<file path="src/rtl/alu_seq_pkg.sv">
// alu_seq_pkg: shared types and constants for the ALU sequencer/arbiter.
// FSM states, ALU op codes and default datapath widths.
package alu_seq_pkg;

    localparam int DEF_DATA_W = 4;
    localparam int DEF_OP_W   = 3;
    localparam int DEF_RES_W  = 8;

    typedef enum logic [1:0] {
        IDLE = 2'd0,
        EXEC = 2'd1,
        RESP = 2'd2
    } state_t;

    localparam logic [2:0] OP_ADD = 3'd0;
    localparam logic [2:0] OP_SUB = 3'd1;
    localparam logic [2:0] OP_AND = 3'd2;
    localparam logic [2:0] OP_OR  = 3'd3;
    localparam logic [2:0] OP_XOR = 3'd4;
    localparam logic [2:0] OP_NOT = 3'd5;
    localparam logic [2:0] OP_MUL = 3'd6;
    localparam logic [2:0] OP_DIV = 3'd7;

endpackage

</file>
<file path="src/rtl/alu_seq_arb_rr_arb2.sv">
// rr_arb2: two-way round-robin grant logic, purely combinational.
// On contention the requester that did not win last time is granted.
module rr_arb2 (
    input  logic [1:0] i_valid,
    input  logic       i_last_grant,
    input  logic       i_en,
    output logic       o_grant_vld,
    output logic       o_grant_id,
    output logic [1:0] o_ready
);

    logic w_id;

    always_comb begin
        w_id = 1'b0;
        unique case (i_valid)
            2'b01:   w_id = 1'b0;
            2'b10:   w_id = 1'b1;
            2'b11:   w_id = ~i_last_grant;
            default: w_id = 1'b0;
        endcase
    end

    assign o_grant_vld = i_en && (|i_valid);
    assign o_grant_id  = w_id;
    assign o_ready[0]  = o_grant_vld && !w_id;
    assign o_ready[1]  = o_grant_vld && w_id;

endmodule

</file>
<file path="src/rtl/alu_seq_arb.sv">
// alu_seq_arb: sequences requests from two ports onto one shared ALU.
// Define ALU_SEQ_DIV0_FLAG_EN to flag divide-by-zero on rsp_err.
module alu_seq_arb
    import alu_seq_pkg::*;
#(
    parameter int DATA_W = DEF_DATA_W,
    parameter int OP_W   = DEF_OP_W,
    parameter int RES_W  = DEF_RES_W
) (
    input  logic              clk,
    input  logic              rst_n,
    input  logic              req0_valid,
    output logic              req0_ready,
    input  logic [OP_W-1:0]   req0_op,
    input  logic [DATA_W-1:0] req0_a,
    input  logic [DATA_W-1:0] req0_b,
    input  logic              req1_valid,
    output logic              req1_ready,
    input  logic [OP_W-1:0]   req1_op,
    input  logic [DATA_W-1:0] req1_a,
    input  logic [DATA_W-1:0] req1_b,
    output logic [DATA_W-1:0] alu_a,
    output logic [DATA_W-1:0] alu_b,
    output logic [OP_W-1:0]   alu_sel,
    input  logic [RES_W-1:0]  alu_result,
    output logic              rsp_valid,
    input  logic              rsp_ready,
    output logic              rsp_id,
    output logic [RES_W-1:0]  rsp_data,
    output logic              rsp_err
);

    state_t              r_state;
    logic                r_last_grant;
    logic [DATA_W-1:0]   r_alu_a;
    logic [DATA_W-1:0]   r_alu_b;
    logic [OP_W-1:0]     r_alu_sel;
    logic                r_rsp_valid;
    logic                r_rsp_id;
    logic [RES_W-1:0]    r_rsp_data;

    logic                w_grant_vld;
    logic                w_grant_id;
    logic [1:0]          w_ready;
    logic [OP_W-1:0]     w_op;
    logic [DATA_W-1:0]   w_a;
    logic [DATA_W-1:0]   w_b;
    logic                w_rsp_hs;

    rr_arb2 u_arb (
        .i_valid      ({req1_valid, req0_valid}),
        .i_last_grant (r_last_grant),
        .i_en         (r_state == IDLE),
        .o_grant_vld  (w_grant_vld),
        .o_grant_id   (w_grant_id),
        .o_ready      (w_ready)
    );

    assign w_op     = w_grant_id ? req1_op : req0_op;
    assign w_a      = w_grant_id ? req1_a  : req0_a;
    assign w_b      = w_grant_id ? req1_b  : req0_b;
    assign w_rsp_hs = r_rsp_valid && rsp_ready;

    // Ready equals grant, so a grant in IDLE is always a handshake.
    always_ff @(posedge clk or negedge rst_n) begin
        if (!rst_n) begin
            r_state      <= IDLE;
            r_last_grant <= 1'b1;
            r_alu_a      <= '0;
            r_alu_b      <= '0;
            r_alu_sel    <= '0;
            r_rsp_valid  <= 1'b0;
            r_rsp_id     <= 1'b0;
            r_rsp_data   <= '0;
        end else begin
            unique case (r_state)
                IDLE: begin
                    if (w_grant_vld) begin
                        r_alu_sel    <= w_op;
                        r_alu_a      <= w_a;
                        r_alu_b      <= w_b;
                        r_rsp_id     <= w_grant_id;
                        r_last_grant <= w_grant_id;
                        r_state      <= EXEC;
                    end
                end
                EXEC: begin
                    r_rsp_data  <= alu_result;
                    r_rsp_valid <= 1'b1;
                    r_state     <= RESP;
                end
                RESP: begin
                    if (w_rsp_hs) begin
                        r_rsp_valid <= 1'b0;
                        r_state     <= IDLE;
                    end
                end
                default: r_state <= IDLE;
            endcase
        end
    end

`ifdef ALU_SEQ_DIV0_FLAG_EN
    logic r_rsp_err;

    always_ff @(posedge clk or negedge rst_n) begin
        if (!rst_n) begin
            r_rsp_err <= 1'b0;
        end else if (r_state == EXEC) begin
            r_rsp_err <= (r_alu_sel == OP_W'(OP_DIV)) && (r_alu_b == '0);
        end else if (r_state == RESP && w_rsp_hs) begin
            r_rsp_err <= 1'b0;
        end
    end

    assign rsp_err = r_rsp_err;
`else
    assign rsp_err = 1'b0;
`endif

    assign req0_ready = w_ready[0];
    assign req1_ready = w_ready[1];
    assign alu_a      = r_alu_a;
    assign alu_b      = r_alu_b;
    assign alu_sel    = r_alu_sel;
    assign rsp_valid  = r_rsp_valid;
    assign rsp_id     = r_rsp_id;
    assign rsp_data   = r_rsp_data;

endmodule
</file>
<file path="config.mk">
export PLATFORM = sky130hd
export DESIGN_NAME = alu_seq_arb
export DESIGN_NICKNAME = d
export VERILOG_FILES = /design/src/rtl/alu_seq_pkg.sv /design/src/rtl/alu_seq_arb_rr_arb2.sv /design/src/rtl/alu_seq_arb.sv
export SDC_FILE = /design/constraint.sdc
export NUM_CORES = 1
export LEC_CHECK = 0
export CAP_MARGIN = 30
export CORE_AREA = 2 2 58 60
export CTS_CLUSTER_SIZE = 28
export DETAILED_ROUTE_END_ITERATION = 10
export DIE_AREA = 0 0 60 62
export MAX_ROUTING_LAYER = met4
export PLACE_DENSITY = 0.76
export SYNTH_ARGS = -nofsm -noshare
export SYNTH_HDL_FRONTEND = slang
export SYNTH_HIERARCHICAL = 1
export SYNTH_SLANG_ARGS = --single-unit
</file>
<file path="constraint.sdc">
create_clock -name clk -period 2.4 [get_ports clk]
set_clock_uncertainty 0.1 [all_clocks]
set_input_delay 0.48 -clock clk [delete_from_list [all_inputs] [get_ports clk]]
set_output_delay 0.48 -clock clk [all_outputs]
set_load 0.03 [all_outputs]
</file>
Word-level counts from Yosys, hierarchy flattened
Index checks and enable logic that the tools add are counted.

word-level totals
  register bits after elaboration = 24
  input port bits = 35
  output and inout bits = 24
  logic and storage cells = 35

operators by class
  eq/ne operators = 6
  mux-type cells = 9
  bitwise gates (word level) = 1
  reductions and logical operators = 11

operators with widths
  kind                count
  $mux 4              2
  $eq 2x2->1 const B  3
  $pmux 2 s3          1
  $reduce_and 2->1    3
  $logic_and 1x1->1   4
  $mux 2              2
  $ne 2x2->1 const B  2
  $pmux 1 s2          2
  $mux 3              1
  $eq 2x1->1 const B  1
  $logic_not 2->1     1
  $reduce_bool 2->1   1
  $reduce_or 2->1     1
  $logic_not 1->1     1
  $mux 1              1
  $not 1->1           1

Longest topological paths before layout
Gate-level depths: netlist (run 1).

  depth in word-level cells = 4
  depth in mapped cells = 5

Hierarchy
Netlist (run 1), hierarchy kept.

by module, submodules not included
  module       times used  cells an instance  area an instance (um^2)  seq. area each (um^2)
  alu_seq_arb  1           70                 1108.6                   601.8
  rr_arb2      1           6                  37.5                     0.0

Worst setup path after synthesis (run 1)
Ideal clock, no wire load.

  path kind = input-to-reg
  from = input port req1_valid
  to = register r_alu_b[1], in the netlist alu_b[1]
  data arrival time = 1.476 ns
  path slack = 0.699 ns
  stages on the path = 4
  buffers on the path = 1
  path through = a21boi_2 > clkbuf_8 > mux2_2 > mux2_2

between the ends
  word-level cells in the longest chain between the ends = 3
  elaborated cells between the ends (all ways) = 7
  those cells by class = eq/ne (2); mux (2); reduce/logical (3)

RTL lines
  item                                                    RTL line                                              text
  start, declared                                         alu_seq_arb.sv:17                                     input logic req1_valid,
  $eq 2x2->1 / $reduce_or 2->1 (equally long branches)    alu_seq_arb_rr_arb2.sv:16, alu_seq_arb_rr_arb2.sv:24
  $pmux 1 s2 / $logic_and 1x1->1 (equally long branches)  alu_seq_arb_rr_arb2.sv:16, alu_seq_arb_rr_arb2.sv:24
  $mux 4 / $reduce_and 2->1 (equally long branches)       --
  end signal, assigned                                    alu_seq_arb.sv:81                                     r_alu_b <= w_b;
  end, declared                                           alu_seq_arb.sv:36                                     logic [DATA_W-1:0] r_alu_b;

Several ways; a longest one is shown, not always the timed one.
A chain may end at the register's enable or synchronous reset.

Worst setup path in the final report (run 1)
  from = input port req1_valid
  to = output port req1_ready

between the ends
  word-level cells in the longest chain between the ends = 3
  elaborated cells between the ends (all ways) = 6
  those cells by class = eq/ne (2); mux (1); reduce/logical (3)

RTL lines
  item                 RTL line                   text
  $eq 2x2->1           alu_seq_arb_rr_arb2.sv:16  unique case (i_valid)
  $pmux 1 s2 *         alu_seq_arb_rr_arb2.sv:16
  net w_grant_id       alu_seq_arb.sv:43          logic w_grant_id;
  $logic_and 1x1->1 *  alu_seq_arb_rr_arb2.sv:27  assign o_ready[1] = o_grant_vld && w_id;
  end, declared        alu_seq_arb.sv:18          output logic req1_ready,

The timed path passes the listed nets; every way through them passes the cells marked *.

==> results of run 1 <==
[power by group]
| part | internal (mW) | total [mW] | switching [mW] |
|---|---|---|---|
| Combinational | 0.780 | 1.47 | 0.694 |
| Clock | 0.0927 | 0.207 | 0.114 |
| Sequential | 0.621 | 0.762 | 0.141 |
| Total | 1.49 | 2.44 | 0.949 |
[cell type report]
type / count / area, sq um / share of cell area (%)
Timing Repair Buffer: 61 / 608 / 33.7
Sequential cell: 24 / 602 / 33.3
Multi-Input combinational cell: 46 / 495 / 27.4
Tap cell: 46 / 57.6 / 3.19
Clock buffer: 4 / 36.3 / 2.01
Inverter: 2 / 7.51 / 0.416
[logic make-up (layout without fill, tap and decap cells)]
group / Yosys count / after routing / share of synthesized area (%)
and+or+nand+nor: 7 / 7 / 4.37
DFF: 24 / 24 / 52.5
muxes: 32 / 32 / 34.4
buffers and inverters: 6 / 67 / 4.26
other: 1 / 1 / 0.327
AOI/OAI and AO/OA: 6 / 6 / 4.15
[worst max-delay path: cells and delay by family]
kind	cells	cell delay, ns
AOI/OAI and AO/OA	1	0.19
buffers and inverters	3	0.82
and+or+nand+nor	1	0.13
[registers in the layout (all words and copies together), names as in the netlist]
signal	cells
alu_a	4
rsp_data	8
r_last_grant	1
rsp_id	1
r_state	2
rsp_valid	1
alu_sel	3
alu_b	4
[layout by cell type (no fill, tap or decap), drive strengths merged]
cell / instances
clkdlybuf4s50: 55
mux2: 32
dfrtp: 23
buf: 6
clkbuf: 4
nand2: 2
inv: 2
a21boi: 2
nor2: 1
nor2b: 1
nor3b: 1
and2b: 1
a21o: 1
a2bb2oi: 1
conb: 1
dfstp: 1
o21a: 1
a21oi: 1
and2: 1
[cell usage after synthesis]
master | instances | share of area, %
dfrtp_1 | 23 | 50
mux2_2 | 23 | 23
mux2_4 | 9 | 12
inv_1 | 2 | 0.66
nand2_1 | 2 | 0.66
a21boi_0 | 1 | 0.66
a21boi_2 | 1 | 0.98
a21o_1 | 1 | 0.66
a21oi_1 | 1 | 0.44
a2bb2oi_1 | 1 | 0.76
and2_1 | 1 | 0.55
and2b_1 | 1 | 0.66
buf_2 | 1 | 0.44
buf_4 | 1 | 0.66
buf_8 | 1 | 1.3
clkbuf_8 | 1 | 1.2
conb_1 | 1 | 0.33
dfstp_2 | 1 | 2.3
nor2_1 | 1 | 0.33
nor2b_1 | 1 | 0.55
nor3b_4 | 1 | 1.6
o21a_1 | 1 | 0.66
[metrics by stage]
step	cells	utilization, %	power (mW)	setup WS, ns	hold WS (ns)
floorplan	76	-	1.70	0.699	0.0844
global placement	179	55.7	2.22	0.241	0.390
detailed placement	179	55.7	2.25	0.203	0.391
CTS	183	56.8	2.47	0.193	0.397
global route	183	56.8	2.59	0.122	0.436
finish	183	56.8	2.44	0.204	0.400
[worst min-delay path by stage]
stage,startpoint,to,slack (ns),depth (start not counted)
global route,rst_n,r_state[1]$_DFFE_PN0P_,0.44,2
global placement,rsp_data[6]$_DFFE_PN0P_,rsp_data[6]$_DFFE_PN0P_,0.39,1
floorplan,rst_n,alu_a[0]$_DFFE_PN0P_,0.08,0
CTS,rst_n,r_state[1]$_DFFE_PN0P_,0.40,2
detailed placement,alu_a[1]$_DFFE_PN0P_,alu_a[1]$_DFFE_PN0P_,0.39,1
finish,rst_n,alu_sel[2]$_DFFE_PN0P_,0.40,2
[layer usage]
metal	share of wire (%)	wire length (um)	up-vias
met3	4.4	106	4
li1	-	-	386
met2	52	1270	30
met1	42	1010	405
met5	0	0	-
met4	1.9	46	0
==> results.toml, run 1 <==
[run_status]
status = "finished, final reports clean"

[drt]
vias = 825
drt-wirelength-per-cell_um = 13.3
drc = 0
drt-total-wl_um = 2430
post_drt_via_cell_ratio = 4.51
dr.first_iter.drc_count = 22
dr.pass1.iters = 4
ant_nets = 0

[floorplanning]
die-area_sq_um = 3720
fp.dieH_um = 62
start_util_pct = 36.0
rows = 21
ios = 59
core_sq_um = 3180
die_w_um = 60

[grt]
met1_usage_pct = 17.0
grt_antenna_before_repair = 0
grt_pass1_wl_um = 3880
grt_pass1_vias = 899
grt_start_max_net_pins = 25
grt_usage_pct = 14.8
gr-usage-met2_pct = 25.5
use_met3_pct = 2.28
gr-total-overflow = 0
grt-busiest-layer = "met2"

[setup_path]
path_cells = "clkdlybuf4s50_1 > a21boi_2 > buf_4 > and2_1 > buf_4"
worstPathMaxFanout = 6
worst_path_max_delay_cell = "clkdlybuf4s50_1"
rrSetupSlack_ns = 0.62
cp.required_ns = 1.82
critPathLaunch = "req1_valid"
reg2reg_from = "r_state[0]$_DFFE_PN0P_"
crit_top_cell = "buf_4"
reg2regPathDepth = 5
cp-endpoint = "req1_ready"
regToRegEndpoint = "alu_sel[1]$_DFFE_PN0P_"
endpoint_kind = "output pin"
arrival_ns = 1.62
crit_type = "input pin to output pin"
start_kind = "input pin"
cp_slowest_stage_delay_ns = 0.50

[logic_synthesis]
syn_inst = 76
synth_nets = 111
syn_area_per_cell_sq_um = 15.1
synthesis.area_sq_um = 1150
ys_types = 22
ys_warn_count = 6
synth-seq-area-share_pct = 52.5
ys_ff_latch = 24

[sta]
hold_viol_final = 0
period_share_pct = 91.5
setup_violations = 0
timing.fmax_mhz = 455
maxSlewViolCount = 0
fin_crit_ns = 2.20
worstMarginPinSlew_ns = 0.759
fin_setup_tns_ns = 0
rsz0062_at_grt = "no"
maxSlewHeadroom_pct = 49.3

[clock_tree]
clock_sinks = 24
clk_pin_slew_worst_paths_ns = 0.13
post_cts_resized = 0
cts_tree = "built"
numCtsBuffers = 3
clk_latency_ns = 0.31
root_buffer = "clkbuf_4"
h-tree-depth = 1
cts.path.max_buffers = 2
cts_setup_buffers = 0
ctsHoldBuffers = 0

[power]
ir_drop_mv = 0.666
powerDensity_nw_per_um2 = 1350
p_leak_nw = 0.761

[finish]
synthToLayoutAreaGrowth_pct = 57.6
finalInstanceArea_sq_um = 1810
drive_gt1_share_pct = 32.8
fill_cells = 276
antennaDiodeCount = 0
nets = 173

[placement]
placed_cell_area_sq_um = 1770
portBuffers = 57
gp_congestion = 0.636
dpl.hpwl_um = 1930

[job]
maxCapViolations = 0

[min_path]
hold_class = "input pin to async pin"
Power figures use the tool's default switching activity.
==> run 2: changes to the inputs <==
--- a/config.mk
+++ b/config.mk
@@ -10,6 +10,7 @@
 export CTS_CLUSTER_SIZE = 28
 export DETAILED_ROUTE_END_ITERATION = 10
 export DIE_AREA = 0 0 60 62
+export HOLD_SLACK_MARGIN = 0.1
 export MAX_ROUTING_LAYER = met4
 export PLACE_DENSITY = 0.76
 export SYNTH_ARGS = -nofsm -noshare
==> results of run 2 <==
Final layout, timing and power as in run 1 (identical DEF).
==> RTL change, RTL diff (settings of run 1) <==
Change the package constant `DEF_RES_W` from 8 to 12.
--- a/src/rtl/alu_seq_pkg.sv
+++ b/src/rtl/alu_seq_pkg.sv
@@ -4,7 +4,7 @@
 
     localparam int DEF_DATA_W = 4;
     localparam int DEF_OP_W   = 3;
-    localparam int DEF_RES_W  = 8;
+    localparam int DEF_RES_W  = 12;
 
     typedef enum logic [1:0] {
         IDLE = 2'd0,
Ports: changed (resized alu_result and rsp_data); port bits go from 59 to 67. No check against the original RTL was run, so the function may have changed too.
==> RTL change against run 1 <==
  * Non-clock buffer count rose by 8
  * Sequential power increased by 16%
  * Power increased by 14%
  * Sequential cell count is 4 higher
  * Routed wire length up 11%
  * Area after synthesis is 14% higher
  * Setup slack better by 0.062 ns
  * First-iteration DRC count down 50%
  * Final cell count rose by 8.7%
  * Via count is 9.5% higher
  * Final area up 13%
  * Critical path depth fell by 1
  * Critical endpoint unchanged
  * Largest cell class is now sequential cells
==> RTL change: results (changes against run 1) <==
| Metric | Value |
|---|---|
| Max reg flops | `12 (+4)` |
| Cts hold-fix bufs | `0 (unchanged)` |
| GR Overflow Total | `0 (unchanged)` |
| Worst hold slack | `0.420 ns (+0.0200 ns)` |
| IR drop worst, VDD | `0.754 mV (+13%)` |
| Worst-skew pair later-pin latency | `0.31 ns (about the same)` |
| Top cells by area, synth | `dfrtp_1 (52%), mux2_2 (23%), mux2_4 (10%)` |
| Outcome | `finished, final reports clean` |
| Sequential power | `0.886 mW (+16%)` |
| Routed WL per cell | `13.6 µm (+2.2%)` |
| PortBufs | `65 (+14%)` |
| Iteration-0 DRC Markers | `11 (-50%)` |
| Reg2reg setup slack | `0.53 ns (-0.09 ns)` |
| Type of the worst min-delay path | `in -> async` |
| CP max stage delay | `0.50 ns (about the same)` |
| Root buffer cell | `clkbuf_4` |
| Total GRT Usage | `15.6% (+0.81 points)` |
| Net Sw Frac | `38.9% (+0.064 points)` |
| CTS clk-pin slew, worst paths | `between 0.1 and 0.15 ns` |
| Sequential-to-total area share from yosys stat | `53.9% (+1.4 points)` |
| First-pass GRT wire length | `4.24 mm (+9.3%)` |
| Unique masters post-synth | `21 (-4.5%)` |
| Most frequent cells after synthesis | `dfrtp_1 (27), mux2_2 (27), mux2_4 (9)` |
| Nets | `193 (+12%)` |
| Initial antenna violation count | `0 (unchanged)` |
| Via density | `4.54 (+0.65%)` |
| Post-synth ARST share | `100% (unchanged)` |
| Combinational power share | `60.2% (-0.2 points)` |
| Critical Path Slowest Stage Cell | `clkdlybuf4s50_1` |
| # Post-CTS Setup Buffers | `0 (unchanged)` |
| DRT Pass-1 Iters | `2 (-2)` |
| Clock Path Buffers | `2 (unchanged)` |
| Standby leakage power | `0.854 nW (+12%)` |
| Largest net degree at the start of global routing | `29 (+16%)` |
| GP Congestion | `0.768 (+21%)` |
| H-tree levels | `1 (unchanged)` |
| Final HPWL DP | `2.09 mm (+8.3%)` |
| Ys Warns | `6 (unchanged)` |
| Inserted Clock Buffers | `3 (unchanged)` |
| WP data arrival | `1.55 ns (-0.07 ns)` |
| Vias in the first global route | `973 (+8.2%)` |
| # diodes | `0 (unchanged)` |
| Top_reg_cell synth | `dfrtp_1` |
| Layout cell share with drive strength beyond 1 | `32.7% (-0.17 points)` |
| Net count after synthesis | `123 (+11%)` |
| Crit path max fanout | `5 (-1)` |
| Post-cts resize count | `0 (unchanged)` |
-- RTL change: cell types whose count changed in the layout (fill, tap and decap cells not counted), sizes merged --
| cell | change |
|---|---|
| and2b | -1 |
| clkdlybuf4s50 | +8 |
| dfrtp | +4 |
| mux2 | +4 |
| nor2b | +1 |
-- RTL change: stage by stage --
step	instances	total power, mW	instance area [µm²]	setup WS (ns)
finish	199	2.79	2040	0.266
global route	199	2.94	2040	0.191
CTS	199	2.83	2040	0.262
detailed placement	195	2.59	2000	0.121
global placement	195	2.55	2000	0.159
floorplan	84	1.97	1300	0.673
-- RTL change: critical path: cells and delay by family --
kind | cells | cell delay (ns)
AOI/OAI and AO/OA | 1 | 0.26
buffers and inverters | 2 | 0.65
and+or+nand+nor | 1 | 0.16
-- RTL change: cells by family after synthesis --
logic type,Yosys count,share of synthesized area [%]
other cells,1,0.288
compound gates,6,3.65
buf+inv,6,4.13
mux,36,33.7
flops,28,53.9
simple gates,7,4.32
-- RTL change: final timing paths --
| check | to | cells past startpoint | start |
|---|---|---|---|
| max | req1_ready | 4 | req1_valid |
| min | rsp_id | 2 | rst_n |
| max reg2reg | alu_sel[0] | 5 | r_state[1] |
| min reg2reg | alu_b[0] | 1 | alu_b[0] |
| max in group asynchronous | r_last_grant | 2 | rst_n |
| min in group clk | alu_b[0] | 1 | alu_b[0] |
-- RTL change: per-layer routing --
layer / routed length [µm] / part of all wire (%) / track usage (%)
met5: 0 / 0 / -
met1: 1180 / 44 / 19.0
met3: 219 / 8.1 / 2.69
met2: 1300 / 48 / 27.5
met4: 0 / 0 / 2.86
-- RTL change: layout make-up --
cell class | count | area [µm²]
inverters | 2 | 7.51
multi-input cells | 50 | 547
repair buffers | 69 | 688
well taps | 46 | 57.6
flip-flops and latches | 28 | 702
clock buffers | 4 | 36.3
fillers | 253 | 1140
